<file path="src/rtl/proj_pkg.sv">
// Shared constants and types for the FM buffer sweep / MinHash path.
// Optional index-sequence checking in the collector is enabled by PROJ_MIN_SEQ_CHECK_EN.
package proj_pkg;

  function automatic int idx_width(input int n);
    return (n <= 1) ? 1 : $clog2(n);
  endfunction

  localparam int FM_BUFFER_SIZE = 8;
  localparam int FM_IDX_W       = idx_width(FM_BUFFER_SIZE);
  localparam int FM_VAL_W       = 8;

  typedef enum logic [1:0] {
    MC_IDLE,
    MC_SCAN,
    MC_HOLD
  } min_coll_state_t;

  typedef struct packed {
    logic [FM_VAL_W-1:0] value;
    logic [FM_IDX_W-1:0] index;
  } fm_min_t;

endpackage

</file>
<file path="src/rtl/proj_min_cmp_update.sv">
// Registered running-minimum holder: load takes the input unconditionally,
// update takes it only when strictly smaller, so on ties the earliest entry stays.
module proj_min_cmp_update #(
  parameter int VAL_W = proj_pkg::FM_VAL_W,
  parameter int IDX_W = proj_pkg::FM_IDX_W
) (
  input  logic             clk_i,
  input  logic             rst_i,
  input  logic             load_i,
  input  logic             upd_en_i,
  input  logic [VAL_W-1:0] value_i,
  input  logic [IDX_W-1:0] index_i,
  output logic [VAL_W-1:0] min_value_o,
  output logic [IDX_W-1:0] min_index_o
);

  logic [VAL_W-1:0] min_value_q, min_value_d;
  logic [IDX_W-1:0] min_index_q, min_index_d;

  // NOTE: every variable driven in always_comb gets a default first, otherwise a latch is inferred.
  always_comb begin
    min_value_d = min_value_q;
    min_index_d = min_index_q;
    if (load_i || (upd_en_i && (value_i < min_value_q))) begin
      min_value_d = value_i;
      min_index_d = index_i;
    end
  end

  // NOTE: sequential state uses non-blocking assignments so all registers update together.
  always_ff @(posedge clk_i) begin
    if (rst_i) begin
      min_value_q <= '0;
      min_index_q <= '0;
    end else begin
      min_value_q <= min_value_d;
      min_index_q <= min_index_d;
    end
  end

  assign min_value_o = min_value_q;
  assign min_index_o = min_index_q;

endmodule

</file>
<file path="src/rtl/proj_min_collector.sv">
// Collects the minimum (value, index) over one FM buffer sweep and offers it downstream.
// Define PROJ_MIN_SEQ_CHECK_EN to add the sticky index-sequence checker on seq_err.
module proj_min_collector #(
  parameter int FM_BUFFER_SIZE = proj_pkg::FM_BUFFER_SIZE,
  parameter int IDX_W          = proj_pkg::FM_IDX_W,
  parameter int VAL_W          = proj_pkg::FM_VAL_W
) (
  input  logic             in_clk,
  input  logic             in_rst,
  input  logic             in_valid,
  output logic             in_ready,
  input  logic [IDX_W-1:0] in_index,
  input  logic [VAL_W-1:0] in_value,
  input  logic             in_last,
  output logic             out_valid,
  input  logic             out_ready,
  output logic [VAL_W-1:0] min_value,
  output logic [IDX_W-1:0] min_index,
  output logic             seq_err
);

  import proj_pkg::*;

  if (FM_BUFFER_SIZE < 1) begin : g_bad_size
    $error("proj_min_collector: FM_BUFFER_SIZE must be at least 1");
  end

  min_coll_state_t state_q, state_d;
  logic            accept;
  logic            load;
  logic            upd_en;

  assign accept = in_valid && (state_q != MC_HOLD);

  always_comb begin
    state_d   = state_q;
    in_ready  = 1'b1;
    out_valid = 1'b0;
    load      = 1'b0;
    upd_en    = 1'b0;
    case (state_q)
      MC_IDLE: begin
        // Only an index-0 beat can start a sweep; anything else is dropped here.
        if (accept && (in_index == '0)) begin
          load    = 1'b1;
          state_d = in_last ? MC_HOLD : MC_SCAN;
        end
      end
      MC_SCAN: begin
        if (accept) begin
          upd_en = 1'b1;
          if (in_last) state_d = MC_HOLD;
        end
      end
      MC_HOLD: begin
        in_ready  = 1'b0;
        out_valid = 1'b1;
        if (out_ready) state_d = MC_IDLE;
      end
      default: state_d = MC_IDLE;
    endcase
  end

  always_ff @(posedge in_clk) begin
    if (in_rst) state_q <= MC_IDLE;
    else        state_q <= state_d;
  end

  proj_min_cmp_update #(
    .VAL_W (VAL_W),
    .IDX_W (IDX_W)
  ) u_cmp (
    .clk_i       (in_clk),
    .rst_i       (in_rst),
    .load_i      (load),
    .upd_en_i    (upd_en),
    .value_i     (in_value),
    .index_i     (in_index),
    .min_value_o (min_value),
    .min_index_o (min_index)
  );

`ifdef PROJ_MIN_SEQ_CHECK_EN
  localparam logic [IDX_W-1:0] LAST_IDX = IDX_W'(FM_BUFFER_SIZE - 1);

  logic [IDX_W-1:0] exp_idx_q, exp_idx_d;
  logic             seq_err_q, seq_err_d;

  // Every accepted beat advances the expected index, including dropped IDLE beats.
  always_comb begin
    exp_idx_d = exp_idx_q;
    seq_err_d = seq_err_q;
    if (accept) begin
      exp_idx_d = (in_last || (exp_idx_q == LAST_IDX)) ? '0 : exp_idx_q + IDX_W'(1);
      if (in_index != exp_idx_q)                        seq_err_d = 1'b1;
      if ((state_q == MC_IDLE) && (in_index != '0))     seq_err_d = 1'b1;
      if (in_last && (in_index != LAST_IDX))            seq_err_d = 1'b1;
    end
  end

  always_ff @(posedge in_clk) begin
    if (in_rst) begin
      exp_idx_q <= '0;
      seq_err_q <= 1'b0;
    end else begin
      exp_idx_q <= exp_idx_d;
      seq_err_q <= seq_err_d;
    end
  end

  assign seq_err = seq_err_q;
`else
  assign seq_err = 1'b0;
`endif

endmodule

</file>
<file path="config.mk">
export PLATFORM = sky130hd
export DESIGN_NAME = proj_min_collector
export DESIGN_NICKNAME = d
export VERILOG_FILES = /design/src/rtl/proj_pkg.sv /design/src/rtl/proj_min_cmp_update.sv /design/src/rtl/proj_min_collector.sv
export SDC_FILE = /design/constraint.sdc
export NUM_CORES = 1
export LEC_CHECK = 0
export CORE_MARGIN = 2
export CORE_UTILIZATION = 38
export CTS_CLUSTER_DIAMETER = 40
export DETAILED_ROUTE_END_ITERATION = 10
export PLACE_DENSITY = 0.73
export RECOVER_POWER = 50
export SETUP_SLACK_MARGIN = 0.1
export SKIP_CTS_REPAIR_TIMING = 1
export SYNTH_ARGS = -nofsm -noshare
export SYNTH_HDL_FRONTEND = slang
export SYNTH_SLANG_ARGS = --single-unit
export TNS_END_PERCENT = 50
</file>
<file path="constraint.sdc">
create_clock -name in_clk -period 1.7 [get_ports in_clk]
set_clock_uncertainty 0.05 [all_clocks]
set_input_delay 0.17 -clock in_clk [delete_from_list [all_inputs] [get_ports in_clk]]
set_output_delay 0.17 -clock in_clk [all_outputs]
set_load 0.02 [all_outputs]
</file>
==> After elaboration in Yosys (flattened, before gate mapping) <==
Cells that the tools add are included.
{ "word_totals": {"in_bits": 16, "romBits": 0, "ramBits": 0, "wordCells": 30, "output_inout_bits": 14, "n_memories": 0, "ff_bits": 13, "latchBits": 0} }
{ "op_classes": {"add_sub_neg": 0, "bitwise": 0, "n_shift": 0, "reduce_logical": 7, "mul": 0, "n_div": 0, "muxes": 12, "order_cmp": 1, "eq_ne": 7} }
{ "ops": {"columns": ["op", "n"], "rows": [
  ["$mux W2", 5],
  ["$ne A2 B2 Y1 const B", 5],
  ["$lt A8 B8 Y1", 1],
  ["$mux W1", 6],
  ["$pmux W2 S3", 1],
  ["$reduce_and A4 Y1", 1],
  ["$logic_and A1 B1 Y1", 3],
  ["$logic_not A3 Y1", 1],
  ["$eq A2 B1 Y1 const B", 1],
  ["$eq A2 B2 Y1 const B", 1],
  ["$logic_not A2 Y1", 1],
  ["$logic_or A1 B1 Y1", 1]
]} }

==> Depth between registers and ports, before layout <==
Gate-level depths: netlist of the first run.
{ "logic_depth": {"word_depth": 6, "ltp_mapped": 8, "depth_no_buf": 7} }

==> Modules after synthesis <==
From an unflattened synthesis of the first run, not the netlist that was laid out.
{ "hier_totals": {"hier_cells": 88, "area_unflattened_um2": 828.3} }
{ "by_module_without_submodules": {"columns": ["mod", "cells_per_inst", "seq_area_each_um2", "area_per_inst_um2", "instances"], "rows": [
  ["proj_min_cmp_update", 74, 220.2, 695.7, 1],
  ["proj_min_collector", 14, 40.0, 132.6, 1]
]} }

==> Worst setup path after synthesis of the first run <==
No wires, ideal clock.
{ "synth_timing": {"path_kind": "reg-to-reg", "from": "register u_cmp.min_value_q[5] (netlist: u_cmp.min_value_o[5])", "to": "register u_cmp.min_index_q[0] (netlist: u_cmp.min_index_o[0])", "path_buffers": 1, "setup_time_ps": 120, "period_less_slack_ps": 2050, "setup_slack_ps": -350, "arrival_time_ps": 1880, "stages_incl_launch_ff": 9, "required_time_ps": 1530, "path_cell_list": "dfxtp_1 > inv_1 > ha_1 > a211oi_2 > nor2_1 > or4_1 > o21a_1 > buf_6 > mux2i_1"} }
{ "synth_via": {"elab_chain_len": 3} }
{ "synth_rtl": {"columns": ["item", "line_no", "source"], "rows": [
  ["start, declared", "proj_min_cmp_update.sv:17", "logic [VAL_W-1:0] min_value_q, min_value_d;"],
  ["start signal, assigned", "proj_min_cmp_update.sv:36", "min_value_q <= min_value_d;"],
  ["$lt A8 B8 Y1", "proj_min_cmp_update.sv:24", "if (load_i || (upd_en_i && (value_i < min_value_q))) begin"],
  ["$logic_and A1 B1 Y1", "proj_min_cmp_update.sv:24", null],
  ["$logic_or A1 B1 Y1", "proj_min_cmp_update.sv:24", null],
  ["end signal, assigned", "proj_min_cmp_update.sv:37", "min_index_q <= min_index_d;"],
  ["end, declared", "proj_min_cmp_update.sv:18", "logic [IDX_W-1:0] min_index_q, min_index_d;"]
]} }
No other way between the ends.
A chain may end at the register's enable or synchronous reset.

==> Final worst setup path of the first run <==
{ "layout_timing": {"from": "register u_cmp.min_value_q[6] (netlist: u_cmp.min_value_o[6])", "to": "register u_cmp.min_value_q[4] (netlist: u_cmp.min_value_o[4])"} }
{ "layout_via": {"elab_chain_len": 3} }
{ "layout_rtl": {"columns": ["item", "line_no"], "rows": [
  ["$lt A8 B8 Y1", "proj_min_cmp_update.sv:24"],
  ["$logic_and A1 B1 Y1", "proj_min_cmp_update.sv:24"],
  ["$logic_or A1 B1 Y1", "proj_min_cmp_update.sv:24"]
]} }
No other way between the ends.

==> results of run 1 <==
[worst max-delay path by stage]
stage,cells after the start,slack [ns],end
finish,8,-0.15,u_cmp.min_value_o[4]$_SDFFE_PP0P_
global route,8,-0.23,u_cmp.min_value_o[6]$_SDFFE_PP0P_
CTS,8,-0.20,u_cmp.min_value_o[1]$_SDFFE_PP0P_
detailed placement,8,-0.50,u_cmp.min_index_o[2]$_SDFFE_PP0P_
global placement,8,-0.48,u_cmp.min_value_o[5]$_SDFFE_PP0P_
floorplan,8,-0.15,u_cmp.min_value_o[7]$_SDFFE_PP0P_
[through the flow]
stage	worst slack (ns)	hold slack, ns	power (mW)
2_1_floorplan	-0.155	0.259	0.393
5_1_grt	-0.229	0.197	0.701
6_report	-0.152	0.179	0.664
4_1_cts	-0.200	0.420	0.674
3_5_place_dp	-0.502	0.425	0.474
3_3_place_gp	-0.481	0.414	0.472
[cell type report]
cell class	instances	share of cell area (%)
clock buffers	4	2.12
inverters	9	2.72
multi-input cells	63	39.5
flip-flops and latches	13	22.0
well taps	27	2.72
repair buffers	43	31.0
[cells in the final DEF (no fill, tap or decap), types with 3 or more instances in the layout]
cell and n:
ha_1 5, inv_1 8, clkbuf_1 4, dfxtp_1 9, buf_4 12, clkdlybuf4s50_1 21, dfxtp_4 3, nand2b_1 24
dlygate4sd3_1 3, nor2_1 4, a21oi_1 3, mux2i_1 11, clkbuf_4 4
[where the power goes]
part | total, mW | switching (mW) | internal [mW] | leakage (nW)
clock network | 0.199 | 0.108 | 0.0911 | 0.0150
registers | 0.312 | 0.00396 | 0.308 | 0.108
logic | 0.153 | 0.0613 | 0.0920 | 0.431
[cell families after synthesis]
kind of cell,after synthesis,synth area share [%]
and+or+nand+nor,35,26.0
buffers and inverters,13,7.57
DFF,13,32.8
muxes,11,13.9
AOI/OAI and AO/OA,9,8.20
adders and majority gates,7,11.0
other,1,0.473
[registers in the layout, summed over array words and instances (netlist names)]
| name | cells |
|---|---|
| u_cmp.min_index_o | 3 |
| state_q | 2 |
| u_cmp.min_value_o | 8 |
[worst min-delay path, stage by stage]
cell            delay [ns]
dlymetal6s2s_1        0.16
nand2b_1              0.09
mux2i_1               0.06
[routing by layer]
metal	share of wire, %	GRT usage [%]	wire, um	up-vias
met5	0	0	0	-
met4	1.3	6.94	21	0
met3	4.4	3.03	74	3
met2	47	25.3	786	19
met1	47	17.9	785	327
li1	-	-	-	378
==> flow_summary.json, run 1 <==
{
  "regArea_um2": 273,
  "worstPathMaxFanout": 5,
  "path_cells": "inv_1 > ha_1 > o21ai_1 > nor2_1 > or4_1 > o21a_1 > buf_6 > mux2i_1",
  "antenna-diode-count": 0,
  "yosys-top-cells-count": "24 x nand2b_1, 13 x dfxtp_1, 11 x mux2i_1, 9 x inv_1, 7 x ha_1",
  "io_buffers": 28,
  "crit_buf_inv": 2,
  "setup_slack_ns": -0.152,
  "setup_viol": 11,
  "synthCells": 89,
  "cp_top_family": "simple AND/OR/NAND/NOR gates",
  "path_class": "flip-flop to flip-flop",
  "grt_overflow": 0,
  "fp.dieH_um": 49.7,
  "ctsLongestPathBuffers": 2,
  "wire_per_inst_um": 10.5,
  "worstPathRequired_ns": 1.82,
  "final_cell_count_no_fill": 159,
  "initialDrtViolationCount": 7,
  "route.detailed.drc": 0,
  "min-delay-start": "in_value[5]",
  "dieArea_um2": 2470,
  "startpoint_type": "flip-flop",
  "fin_util_pct": 63.2,
  "routabilityCongestion": 0.786,
  "crit_path_start": "u_cmp.min_value_o[6]$_SDFFE_PP0P_",
  "finalMaxSlewViolations": 0,
  "period_needed_ns": 1.85,
  "grt_util_all_layers_pct": 14.9,
  "fp-row-count": 16,
  "synth_edf_count": 0,
  "status": "complete, but fails checks",
  "yosys_most_used_dff": "dfxtp_1",
  "ff2ff_setup_slack_ns": -0.15,
  "clk_root_buffer_cell": "clkbuf_4",
  "endpoint_kind": "flip-flop",
  "ys_warn_count": 0,
  "n_fill_cell": 191,
  "cp_slowest_stage_delay_ns": 0.39,
  "tns_ns": -1.60,
  "synth_most_common_cell": "nand2b_1",
  "clk_pin_slew_ns": 0.08,
  "powerDensity_nw_per_um2": 536,
  "ios": 30,
  "whs_path_depth": 3,
  "clock_latency_ns": 0.28,
  "area_delta_synth_final_pct": 56.3,
  "drive_gt1_share_pct": 19.7,
  "die_x_um": 49.7,
  "core_um2": 1960,
  "cp.arrival_ns": 1.97,
  "cellLeakagePower_nw": 0.554,
  "place_area_um2": 1220,
  "vdd_drop_max_mv": 0.410,
  "grt_pass1_vias": 702,
  "r2r-end": "u_cmp.min_value_o[4]$_SDFFE_PP0P_",
  "synth_area_leaders": "dfxtp_1 33%, nand2b_1 19%, mux2i_1 14%",
  "hold_end": "u_cmp.min_value_o[5]$_SDFFE_PP0P_",
  "cts.sinks": 13,
  "fin_crit_sh_pct": 109,
  "yosysTopAreaCell": "dfxtp_1",
  "vias_per_cell": 4.57,
  "multi_input_area_um2": 489,
  "antenna_found_initial": 0,
  "syn_avg_cell_area_um2": 8.91,
  "synth_async_sr_flop_share_pct": 0,
  "nets": 156,
  "max-cap-violations": 0,
  "htree_num_levels": 1,
  "hpwl_mm": 1.30,
  "ys_ff_latch": 13,
  "numCtsBuffers": 3,
  "postRouteWirelength_mm": 1.67,
  "cts_tree": "yes",
  "via_count": 727,
  "grt_max_degree": 25,
  "final_antenna_net_count": 0,
  "firstDrtPassIters": 4,
  "synth_cell_types": 22,
  "netlist.area_leader.share_pct": 32.8,
  "placed_cells": 155,
  "violations": "negative setup slack",
  "worstRegToRegCells": 8,
  "postSynthNetCount": 112,
  "design_area_um2": 1240,
  "rsz0062_at_grt": "yes",
  "r2r_start": "u_cmp.min_value_o[6]$_SDFFE_PP0P_",
  "seq_area_frac_synth_pct": 32.8,
  "hold_viol": 0,
  "fmax_ghz": 0.540,
  "critPathSlowestCell": "or4_1",
  "initial_core_util_pct": 40.4,
  "grt_pass1_wl_mm": 2.85,
  "hold_path_class": "input port to flip-flop",
  "syn-cell-area_um2": 793
}
(Power assumes the default switching activity.)
==> run 2: changes to the inputs <==
Settings changed: CORE_UTILIZATION 38 to 42, CTS_CLUSTER_SIZE set to 16, PLACE_DENSITY 0.73 to 0.77.
Clock period 1.7 ns to 1.8 ns, I/O delays scaled along.
==> run 2 against run 1 <==
Compared with the run above: the flow still finishes with violations (negative setup slack); global-route usage rose by 2.5 points; first-iteration DRC count did not move; hold slack improved by 0.0082 ns; clock-buffer cell count did not move; sequential share of layout area rose by 0.13 points; final cell count fell by 2.5%; sequential cell count did not move; utilization rose by 7.4 points; critical path depth did not move; die area fell by 8.8%; register-to-register slack improved by 0.04 ns; critical path type is now input port to flip-flop; largest power group unchanged; highest routed layer unchanged.
==> flow_summary.json, run 2 (same netlist as run 1, synthesis figures left out) <==
{
  "setup_viol": 11,
  "firstDrtPassIters": 4,
  "max-cap-violations": 0,
  "r2r-end": "u_cmp.min_index_o[2]$_SDFFE_PP0P_",
  "clockPowerShare_pct": 29.8,
  "clk_root_buffer_cell": "clkbuf_4",
  "comb_power_share_pct": 23.2,
  "htree_num_levels": 1,
  "fmax_ghz": 0.520,
  "design_area_um2": 1230,
  "hold_viol": 0,
  "antenna-diode-count": 0,
  "worstPathRequired_ns": 1.92,
  "vias_per_cell": 4.67,
  "endpoint": "u_cmp.min_index_o[2]$_SDFFE_PP0P_",
  "p_switching_uw": 164,
  "grt_pass1_wl_mm": 2.75,
  "internal-power_uw": 464,
  "worstPathMaxFanout": 10,
  "grt_pass1_vias": 675,
  "clk_pin_slew_ns": 0.09,
  "mostFrequentLayoutCells": "24 x nand2b_1, 21 x clkdlybuf4s50_1, 11 x mux2i_1, 11 x buf_4, 9 x dfxtp_1",
  "wire_per_inst_um": 11.3,
  "powerDensity_nw_per_um2": 509,
  "fin_crit_sh_pct": 107,
  "ctsLongestPathBuffers": 2,
  "startpoint_type": "input port",
  "grt_max_degree": 25,
  "vdd_drop_max_mv": 0.354,
  "core_um2": 1750,
  "place_area_um2": 1220,
  "largest_reg_flops": 8,
  "grt_overflow": 0,
  "slew_headroom_pct": 59.6,
  "seqPwrFrac_pct": 47.0,
  "finalPower_uw": 628,
  "crit_path_start": "in_value[6]",
  "final_common_cell": "nand2b_1",
  "area_delta_synth_final_pct": 55.4,
  "dieArea_um2": 2250,
  "route.detailed.drc": 0,
  "r2r_start": "u_cmp.min_value_o[6]$_SDFFE_PP0P_",
  "ff2ff_setup_slack_ns": -0.11,
  "final_antenna_net_count": 0,
  "path_class": "input port to flip-flop",
  "antenna_found_initial": 0,
  "fp-row-count": 15,
  "cellLeakagePower_nw": 0.551,
  "p_sw_share_pct": 26.1,
  "nets": 154,
  "clock_latency_ns": 0.28,
  "cp_slowest_stage_delay_ns": 0.45,
  "worstRegToRegCells": 8,
  "dp_slack_ns": -0.438,
  "grt_util_all_layers_pct": 17.5,
  "period_needed_ns": 1.92,
  "postRouteWirelength_mm": 1.75,
  "hpwl_mm": 1.38,
  "cts_tree": "yes",
  "hold_path_class": "input port to flip-flop",
  "critPathSlowestCell": "clkdlybuf4s50_1",
  "routabilityCongestion": 0.777,
  "cts.sinks": 13,
  "cp.arrival_ns": 2.04,
  "tightest_slew_ns": 0.603,
  "n_fill_cell": 146,
  "fp.dieH_um": 47.5,
  "finalMaxSlewViolations": 0,
  "rsz0062_at_grt": "yes",
  "drive_gt1_share_pct": 18.5,
  "io_buffers": 28,
  "endpoint_kind": "flip-flop",
  "status": "complete, but fails checks",
  "via_count": 724,
  "violations": "negative setup slack",
  "ios": 30,
  "numCtsBuffers": 3,
  "setup_slack_ns": -0.122,
  "tns_ns": -1.22,
  "initial_core_util_pct": 45.4,
  "path_cells": "clkdlybuf4s50_1 > ha_1 > o21ai_1 > nor2_1 > or4_1 > o21a_1 > buf_12 > mux2i_1",
  "die_x_um": 47.5,
  "initialDrtViolationCount": 7
}
-- run 2: worst min-delay path by stage --
stage | depth (start not counted) | from | slack, ns | endpoint
finish | 3 | in_value[5] | 0.19 | u_cmp.min_value_o[5]$_SDFFE_PP0P_
detailed placement | 2 | u_cmp.min_index_o[1]$_SDFFE_PP0P_ | 0.43 | u_cmp.min_index_o[1]$_SDFFE_PP0P_
floorplan | 2 | in_last | 0.27 | state_q[1]$_SDFFE_PP0P_
CTS | 3 | in_value[4] | 0.44 | u_cmp.min_value_o[4]$_SDFFE_PP0P_
global route | 3 | in_value[5] | 0.19 | u_cmp.min_value_o[5]$_SDFFE_PP0P_
global placement | 2 | u_cmp.min_index_o[1]$_SDFFE_PP0P_ | 0.41 | u_cmp.min_index_o[1]$_SDFFE_PP0P_
-- run 2: layer usage --
| metal | GRT usage [%] | part of all wire, % | vias to the layer above |
|---|---|---|---|
| met1 | 22.1 | 46 | 324 |
| met5 | 0 | 0 | - |
| met4 | 8.33 | 1.1 | 0 |
| met3 | 3.40 | 5.1 | 4 |
| li1 | - | - | 377 |
| met2 | 28.4 | 47 | 19 |
-- run 2: through the flow --
stage               cells  util (%)  hold slack, ns
finish                155      70.6           0.187
floorplan              89         -           0.269
detailed placement    151      69.7           0.425
CTS                   155      71.2           0.436
global route          155      70.6           0.193
global placement      151      69.7           0.413
-- run 2: layout make-up --
type	count	area [um^2]	area share (%)
multi-input cells	63	488	39.6
repair buffers	41	380	30.9
flip-flops and latches	13	273	22.1
inverters	9	33.8	2.74
well taps	25	31.3	2.54
clock buffers	4	26.3	2.13
-- run 2: power by group through the flow --
stage	registers (mW)	logic, mW	clock network (mW)
2_1_floorplan	0.310	0.0617	0
4_1_cts	0.295	0.149	0.193
5_1_grt	0.296	0.160	0.207
6_report	0.295	0.146	0.187
3_5_place_dp	0.302	0.148	0
3_3_place_gp	0.302	0.145	0
-- run 2: worst max-delay path, delay by kind of cell --
kind,cells,cell delay (ns)
buffers and inverters,2,0.61
AND/OR/NAND/NOR,2,0.44
AO/OA/AOI/OAI,2,0.36
adder cells (fa/ha/maj),1,0.33
multiplexers,1,0.11
